## config.mk

```make
export PLATFORM = sky130hd
export DESIGN_NAME = alu_arbiter
export DESIGN_NICKNAME = d
export VERILOG_FILES = /design/src/rtl/alu_arbiter.sv
export SDC_FILE = /design/constraint.sdc
export NUM_CORES = 1
export LEC_CHECK = 0
export ABC_AREA = 1
export CORE_AREA = 8 8 90 92
export CTS_BUF_LIST = sky130_fd_sc_hd__clkbuf_4 sky130_fd_sc_hd__clkbuf_8
export CTS_CLUSTER_DIAMETER = 50
export DETAILED_ROUTE_END_ITERATION = 10
export DIE_AREA = 0 0 98 100
export GPL_TIMING_DRIVEN = 1
export PLACE_DENSITY = 0.95
export RECOVER_POWER = 25
export SETUP_SLACK_MARGIN = 0.5
export SYNTH_ARGS = -nofsm -noshare
export SYNTH_HDL_FRONTEND = slang
export SYNTH_SLANG_ARGS = --single-unit
```

## constraint.sdc

```tcl
create_clock -name clk_in -period 2.96 [get_ports clk_in]
set_input_delay 0.444 -clock clk_in [delete_from_list [all_inputs] [get_ports clk_in]]
set_output_delay 0.444 -clock clk_in [all_outputs]
set_load 0.03 [all_outputs]
```

## src/rtl/alu_arbiter.sv

```systemverilog
// Round-robin arbiter sharing one 8-bit ALU among NUM_REQ requesters.
// One operation in flight; result returned tagged with requester id over valid/ready.
module alu_arbiter #(
    parameter int unsigned NUM_REQ  = 4,
    parameter int unsigned ALU_WAIT = 1,
    localparam int unsigned ID_W    = $clog2(NUM_REQ)
) (
    input  logic                        clk_in,
    input  logic                        rst_n_in,
    input  logic [NUM_REQ-1:0]          req_valid_in,
    output logic [NUM_REQ-1:0]          req_ready_out,
    input  logic [NUM_REQ-1:0][7:0]     req_d0_in,
    input  logic [NUM_REQ-1:0][7:0]     req_d1_in,
    input  logic [NUM_REQ-1:0][2:0]     req_sel_in,
    output logic [7:0]                  alu_d0_out,
    output logic [7:0]                  alu_d1_out,
    output logic [2:0]                  alu_sel_out,
    input  logic [15:0]                 alu_res_in,
    input  logic                        alu_gt_in,
    input  logic                        alu_eq_in,
    output logic                        resp_valid_out,
    input  logic                        resp_ready_in,
    output logic [ID_W-1:0]             resp_id_out,
    output logic [15:0]                 resp_res_out,
    output logic                        resp_gt_out,
    output logic                        resp_eq_out,
    output logic                        busy_out
);

    localparam int unsigned CNT_W = $clog2(ALU_WAIT + 1);

    typedef enum logic [1:0] {
        IDLE = 2'd0,
        EXEC = 2'd1,
        RESP = 2'd2
    } state_t;

    state_t            state;
    logic [ID_W-1:0]   ptr;
    logic [CNT_W-1:0]  cnt;
    logic [ID_W-1:0]   grant_idx;
    logic [ID_W-1:0]   scan_idx;
    logic              grant_found;

    // First valid requester at or after the round-robin pointer
    always_comb begin
        grant_found = 1'b0;
        grant_idx   = '0;
        scan_idx    = '0;
        for (int unsigned i = 0; i < NUM_REQ; i++) begin
            scan_idx = ID_W'((32'(ptr) + i) % NUM_REQ);
            if (!grant_found && req_valid_in[scan_idx]) begin
                grant_found = 1'b1;
                grant_idx   = scan_idx;
            end
        end
    end

    // Grant is only offered while idle and out of reset
    assign req_ready_out = (rst_n_in && (state == IDLE) && grant_found)
                         ? (NUM_REQ'(1) << grant_idx) : '0;

    always_ff @(posedge clk_in or negedge rst_n_in) begin
        if (!rst_n_in) begin
            state          <= IDLE;
            ptr            <= '0;
            cnt            <= '0;
            alu_d0_out     <= '0;
            alu_d1_out     <= '0;
            alu_sel_out    <= '0;
            resp_valid_out <= 1'b0;
            resp_id_out    <= '0;
            resp_res_out   <= '0;
            resp_gt_out    <= 1'b0;
            resp_eq_out    <= 1'b0;
            busy_out       <= 1'b0;
        end else begin
            case (state)
                IDLE: begin
                    if (grant_found) begin
                        alu_d0_out  <= req_d0_in[grant_idx];
                        alu_d1_out  <= req_d1_in[grant_idx];
                        alu_sel_out <= req_sel_in[grant_idx];
                        resp_id_out <= grant_idx;
                        cnt         <= CNT_W'(ALU_WAIT);
                        busy_out    <= 1'b1;
                        state       <= EXEC;
                    end
                end
                EXEC: begin
                    if (cnt == CNT_W'(1)) begin
                        resp_res_out   <= alu_res_in;
                        resp_gt_out    <= alu_gt_in;
                        resp_eq_out    <= alu_eq_in;
                        resp_valid_out <= 1'b1;
                        state          <= RESP;
                    end else begin
                        cnt <= cnt - CNT_W'(1);
                    end
                end
                RESP: begin
                    // Next search starts just past the requester just served
                    if (resp_ready_in) begin
                        resp_valid_out <= 1'b0;
                        busy_out       <= 1'b0;
                        ptr            <= ID_W'((32'(resp_id_out) + 1) % NUM_REQ);
                        state          <= IDLE;
                    end
                end
                default: state <= IDLE;
            endcase
        end
    end

endmodule

```

* After elaboration in Yosys (flattened, before gate mapping)
Index checks and enable logic that the tools add are counted.
Word-level totals: bits in registers 46, input bits 101, output and inout bits 45, word-level logic and storage cells 81
Operators by class: add/sub/neg operators 5, $lt $le $gt $ge 5, eq/ne operators 5, shift operators 1, muxes and demuxes 34, reduce and logical (&&, ||, !) cells 19
Operator list (number):
- 8-bit binary-select mux with 2-bit select | 2
- 8-bit two-way mux | 2
- 2-bit by 3-bit < comparator with 1-bit output (second input constant) | 5
- 2-bit two-way mux | 7
- 1-bit two-way mux | 12
- 3-bit AND reduction | 3
- 1-bit binary-select mux with 2-bit select | 4
- 2-bit AND reduction | 4
- 3-bit binary-select mux with 2-bit select | 1
- 2-bit inequality test (second input constant) | 3
- 1-bit case mux with 2 select lines | 3
- 2-bit case mux with 3 select lines | 1
- 2-bit nonzero test | 3
- 1-bit logical AND | 5
- 2-bit by 1-bit adder with 2-bit output (second input constant) | 2
- 2-bit adder (second input constant) | 2
- 4-bit two-way mux | 1
- 1-bit by 2-bit << shifter with 4-bit output (first input constant) | 1
- 1-bit zero test | 3
- 3-bit two-way mux | 1
- 2-bit by 1-bit == test with 1-bit output (second input constant) | 1
- 2-bit == test (second input constant) | 1
- 2-bit zero test | 1
- 1-bit subtractor (second input constant) | 1

* Depth between registers and ports, before layout
Gate-level depths: netlist (run 1).
depth in word-level cells 14, depth in mapped cells 16, gate-level depth less buffers 15

* Worst setup path after synthesis (run 1)
No wires, ideal clock.
path kind reg2out, from register ptr[0], to output port req_ready_out[0], data arrival time 2.076 ns, required time 2.516 ns, path slack 0.440 ns, stages on the path, launching flop included 12, path buffers 2, path through dfrtp_1 -> buf_6 -> nand2_1 -> nand3_1 -> nand2_1 -> inv_1 -> nand3_4 -> nand2_2 -> inv_2 -> buf_2 -> nand2_1 -> nor3_1
On the way: longest elaborated chain between the ends 14, elaborated cells on any way between the ends 28, those cells by class add/sub: 3; shift: 1; mux: 17; reduce/logical: 7
Ends and longest elaborated chain:
- from (decl) | line 39 | logic [ID_W-1:0] ptr;
- from (signal assigned) | line 106 | ptr <= ID_W'((32'(resp_id_out) + 1) % NUM_REQ);
- branches (longest 13 deep; another with 2-bit by 1-bit adder with 2-bit output)
- 4-bit two-way mux * | line 61 | ? (NUM_REQ'(1) << grant_idx) : '0;
- to (decl) | line 11 | output logic [NUM_REQ-1:0] req_ready_out,
Every way passes the cells marked *. The select of a mux whose other input is x is not followed.

* Worst setup path after layout (run 1)
from register ptr[0], to output port req_ready_out[2]
Same word-level chain as after synthesis.

==> impl_metrics.yaml, run 1 <==
run_status:
  outcome: "finished, final reports clean"
synth:
  post_synth_fa_ha_maj_area_fraction_pct: 0
  yosys_register_bits: 46
  yosysTopAreaCell: "sky130_fd_sc_hd__dfrtp_1"
  synth_sequential_area_ratio_pct: 39.6
  syn_nets: 510
  postSynthAreaPerCell_sq_um: 7.12
  syn-cell-area_sq_um: 2910
  netlist-cell-type-count: 23
  synth_area_leaders: "sky130_fd_sc_hd__dfrtp_1 (40%), sky130_fd_sc_hd__nand2_1 (30%), sky130_fd_sc_hd__nand4_1 (8.4%)"
  synthXorXnorAreaFrac_pct: 0.301
  synth_top_family_by_area: "simple AND/OR/NAND/NOR gates"
  synth_compound_area_share_pct: 1.50
  area_share_of_the_largest_cell_type_after_synthesis_pct: 39.6
  total_number_of_yosys_warnings: 0
  synth-simple-area-share_pct: 43.6
  post_synth_mux_area_share_pct: 6.96
  synth_cells: 409
power:
  p_leak_nw: 2.39
  seq_power_share_pct: 17.4
  pwr_density_cell_nw_per_um2: 1370
  net-switching-power_mw: 3.46
  clock_power_share_pct: 7.2
  peakVddDrop_v: 0.000680
  sw_frac_of_total_pct: 52.6
  cell_internal_pwr_mw: 3.12
  power.share.combinational_pct: 75.3
cells_and_area:
  layout_commonest_cell: "sky130_fd_sc_hd__nand2_1"
  antenna_cells_inserted: 0
  final_cell_mix: "sky130_fd_sc_hd__nand2_1 (216), sky130_fd_sc_hd__clkdlybuf4s50_1 (136), sky130_fd_sc_hd__dfrtp_1 (44)"
  area.growth.synth_to_final_pct: 65.1
  finish.utilization_pct: 72.3
  layout.filler_cells: 458
  design.final.nets: 664
  layout-drive-gt1-share_pct: 18.3
worst_setup_path:
  critical_path.cell_chain: "clkinv_4, nand2_1, nand2_2, nand2_2, nand2_4, nor2_4, nand4_1, nand3_4, inv_4, nor3_4, buf_6"
  worst-path-buf-inv: 3
  timing.critical_path.required_ns: 2.52
  cp.arrival_ns: 2.11
  cpPeakStageDelay_ns: 0.46
  cell_with_the_most_instances_on_the_worst_path: "sky130_fd_sc_hd__nand2_2"
  cp-start-kind: "register"
  worst-path-max-fanout: 6
  worst_path_max_delay_cell: "sky130_fd_sc_hd__dfrtp_2"
  cpLargestDelayFamily: "simple AND/OR/NAND/NOR gates"
  worstSetupPathType: "reg2out"
  critical_path.endpoint_type: "primary output"
floorplanning:
  floorplan.die_area_sq_um: 9800
  fp.dieH_um: 100
  num_io_pins: 146
  placementRows: 30
  fp.coreArea_sq_um: 6640
  floorplan.initialDensity_pct: 43.8
  die_width_um: 98
clock_tree:
  tritoncts.num_buffers: 5
  tritoncts_clock_tree: "yes"
  max-clock-path-buffers: 2
  clk_root_buffer_cell: "sky130_fd_sc_hd__clkbuf_8"
  clock_sinks: 46
  path_clk_slew_ns: 0.08
  cts-hold-fix-buffers: 0
  htree_num_levels: 2
  insertion_delay_ns: 0.29
placed_design:
  dp.final_hpwl_mm: 8.00
  place_congestion: 0.923
  place.port_buffers: 145
sta:
  totalNegativeSetupSlack_ns: 0
  final_clock_period_utilization_by_the_worst_path_pct: 86.2
  finalSetupViolCount: 0
  fin_hold_viols: 0
  timing_worst_slew_pin_value_ns: 1.16
  maxClockFrequency_mhz: 392
  period_needed_ns: 2.55
  final_max_slew_viol_count: 0
  maxSlewHeadroom_pct: 22.4
  fin_skew_ns: 0.00924
  rsz0062_at_grt: "true"
grt:
  grt_antenna_before_repair: 0
  grt_max_degree: 47
  grt_pass1_vias: 3530
  grt_pass1_wl_mm: 17.4
  grt_overflow: 0
  track_usage_pct: 21.9
drt:
  first_iter_violations: 207
  ant_nets: 0
  drt-wirelength-per-cell_um: 17.7
  vias: 3412
  avgViaCountPerCell: 5.31
  drc: 0
  wirelength_mm: 11.4
  drt-pass1-iter-count: 4
run:
  cap_viol_max_count: 0
min_path:
  hold_path.class: "reg2reg"
timing repair:
item                                    in CTS  in global routing
pin swaps                                    6                 18
cloned                                       0                  0
endpoints found under the setup margin       4                  5
resized for setup                           15                 46
buffers inserted                             5                 14
per-stage QoR:
step | total power [mW] | std cells | instance area [sq um] | setup WS, ns | hold slack (ns)
finish | 6.58 | 643 | 4800 | 0.409 | 0.484
global route | 7.09 | 643 | 4800 | 0.257 | 0.513
CTS | 6.12 | 629 | 4540 | 0.485 | 0.338
detailed placement | 5.48 | 617 | 4350 | 0.312 | 0.469
global placement | 5.33 | 617 | 4350 | 0.390 | 0.457
floorplan | 4.20 | 409 | 2910 | 0.440 | 0.148
worst reg2reg max path: cells and delay by family (launching register included):
family | cells | cell delay, ns
flip-flops | 1 | 0.48
AND/OR/NAND/NOR | 13 | 1.09
buffers and inverters | 3 | 0.66
state kept, by name (all words and copies together), names as in the netlist:
signal and count:
ptr 2, resp_gt_out 1, resp_res_out 16, alu_d0_out 8
cnt 1, alu_d1_out 8, resp_valid_out 1, resp_id_out 2
state 2, alu_sel_out 3, resp_eq_out 1, busy_out 1
final cells by class:
type	count	area, sq um	share of cell area [%]
Inverter	16	72.6	1.51
Tap cell	80	100	2.08
Sequential cell	46	1150	24.0
Timing Repair Buffer	174	1690	35.1
Clock buffer	6	82.6	1.72
Multi-Input combinational cell	320	1680	34.9
Clock inverter	1	30.0	0.625
logic make-up (layout without fill, tap and decap cells):
group | after synthesis | count (layout)
buffers and inverters | 43 | 197
AOI/OAI and AO/OA | 8 | 8
and+or+nand+nor | 293 | 293
muxes | 18 | 18
xor gates and xnor gates | 1 | 1
DFF | 46 | 46
path summary, 6_finish.rpt:
path | start | slack (ns) | to | depth (start not counted)
worst max-delay path | ptr[0] | 0.41 | req_ready_out[2] | 11
worst min-delay path | alu_sel_out[0] | 0.48 | alu_sel_out[0] | 2
worst max register to register | ptr[0] | 0.68 | alu_sel_out[2] | 16
worst min register to register | alu_sel_out[0] | 0.48 | alu_sel_out[0] | 2
max in group asynchronous | rst_n_in | 1.50 | ptr[1] | 2
min in group asynchronous | rst_n_in | 0.68 | alu_d0_out[3] | 2
power by group through the flow:
| stage | combinational (mW) | clock [mW] | sequential, mW |
|---|---|---|---|
| floorplan | 2.56 | 0 | 1.64 |
| global placement | 4.20 | 0 | 1.13 |
| detailed placement | 4.32 | 0 | 1.15 |
| CTS | 4.49 | 0.488 | 1.13 |
| global route | 5.40 | 0.504 | 1.18 |
| finish | 4.96 | 0.476 | 1.15 |
synthesized netlist by cell type:
master	instances
sky130_fd_sc_hd__buf_1	1
sky130_fd_sc_hd__nand2_1	230
sky130_fd_sc_hd__buf_2	10
sky130_fd_sc_hd__nand3_2	1
sky130_fd_sc_hd__inv_1	11
sky130_fd_sc_hd__o21ai_0	5
sky130_fd_sc_hd__nand3_4	2
sky130_fd_sc_hd__nor2_4	1
sky130_fd_sc_hd__xor2_1	1
sky130_fd_sc_hd__nor2_1	1
sky130_fd_sc_hd__nand4_1	39
sky130_fd_sc_hd__buf_6	5
sky130_fd_sc_hd__a31oi_1	1
sky130_fd_sc_hd__inv_2	5
sky130_fd_sc_hd__dfrtp_1	46
sky130_fd_sc_hd__nand2_2	6
sky130_fd_sc_hd__mux2_2	18
sky130_fd_sc_hd__nand3_1	8
sky130_fd_sc_hd__o21ai_1	1
sky130_fd_sc_hd__clkbuf_1	5
sky130_fd_sc_hd__nor3_1	5
sky130_fd_sc_hd__buf_4	6
sky130_fd_sc_hd__o31ai_1	1
routing by layer:
layer | global-route usage [%] | wire length [um]
met1 | 22.5 | 4260
met2 | 40.0 | 5690
met3 | 8.72 | 1190
met4 | 6.71 | 275
met5 | 0 | 0
Note: power is estimated with default switching activity, not from simulation.
==> run 2, diff against run 1 <==
--- a/config.mk
+++ b/config.mk
@@ -6,6 +6,7 @@
 export NUM_CORES = 1
 export LEC_CHECK = 0
 export ABC_AREA = 1
+export ABC_CLOCK_PERIOD_IN_PS = 2960
 export CORE_AREA = 8 8 90 92
 export CTS_BUF_LIST = sky130_fd_sc_hd__clkbuf_4 sky130_fd_sc_hd__clkbuf_8
 export CTS_CLUSTER_DIAMETER = 50
==> results of run 2 <==
Same layout as run 1: the final DEF is identical, and so are final timing and power.
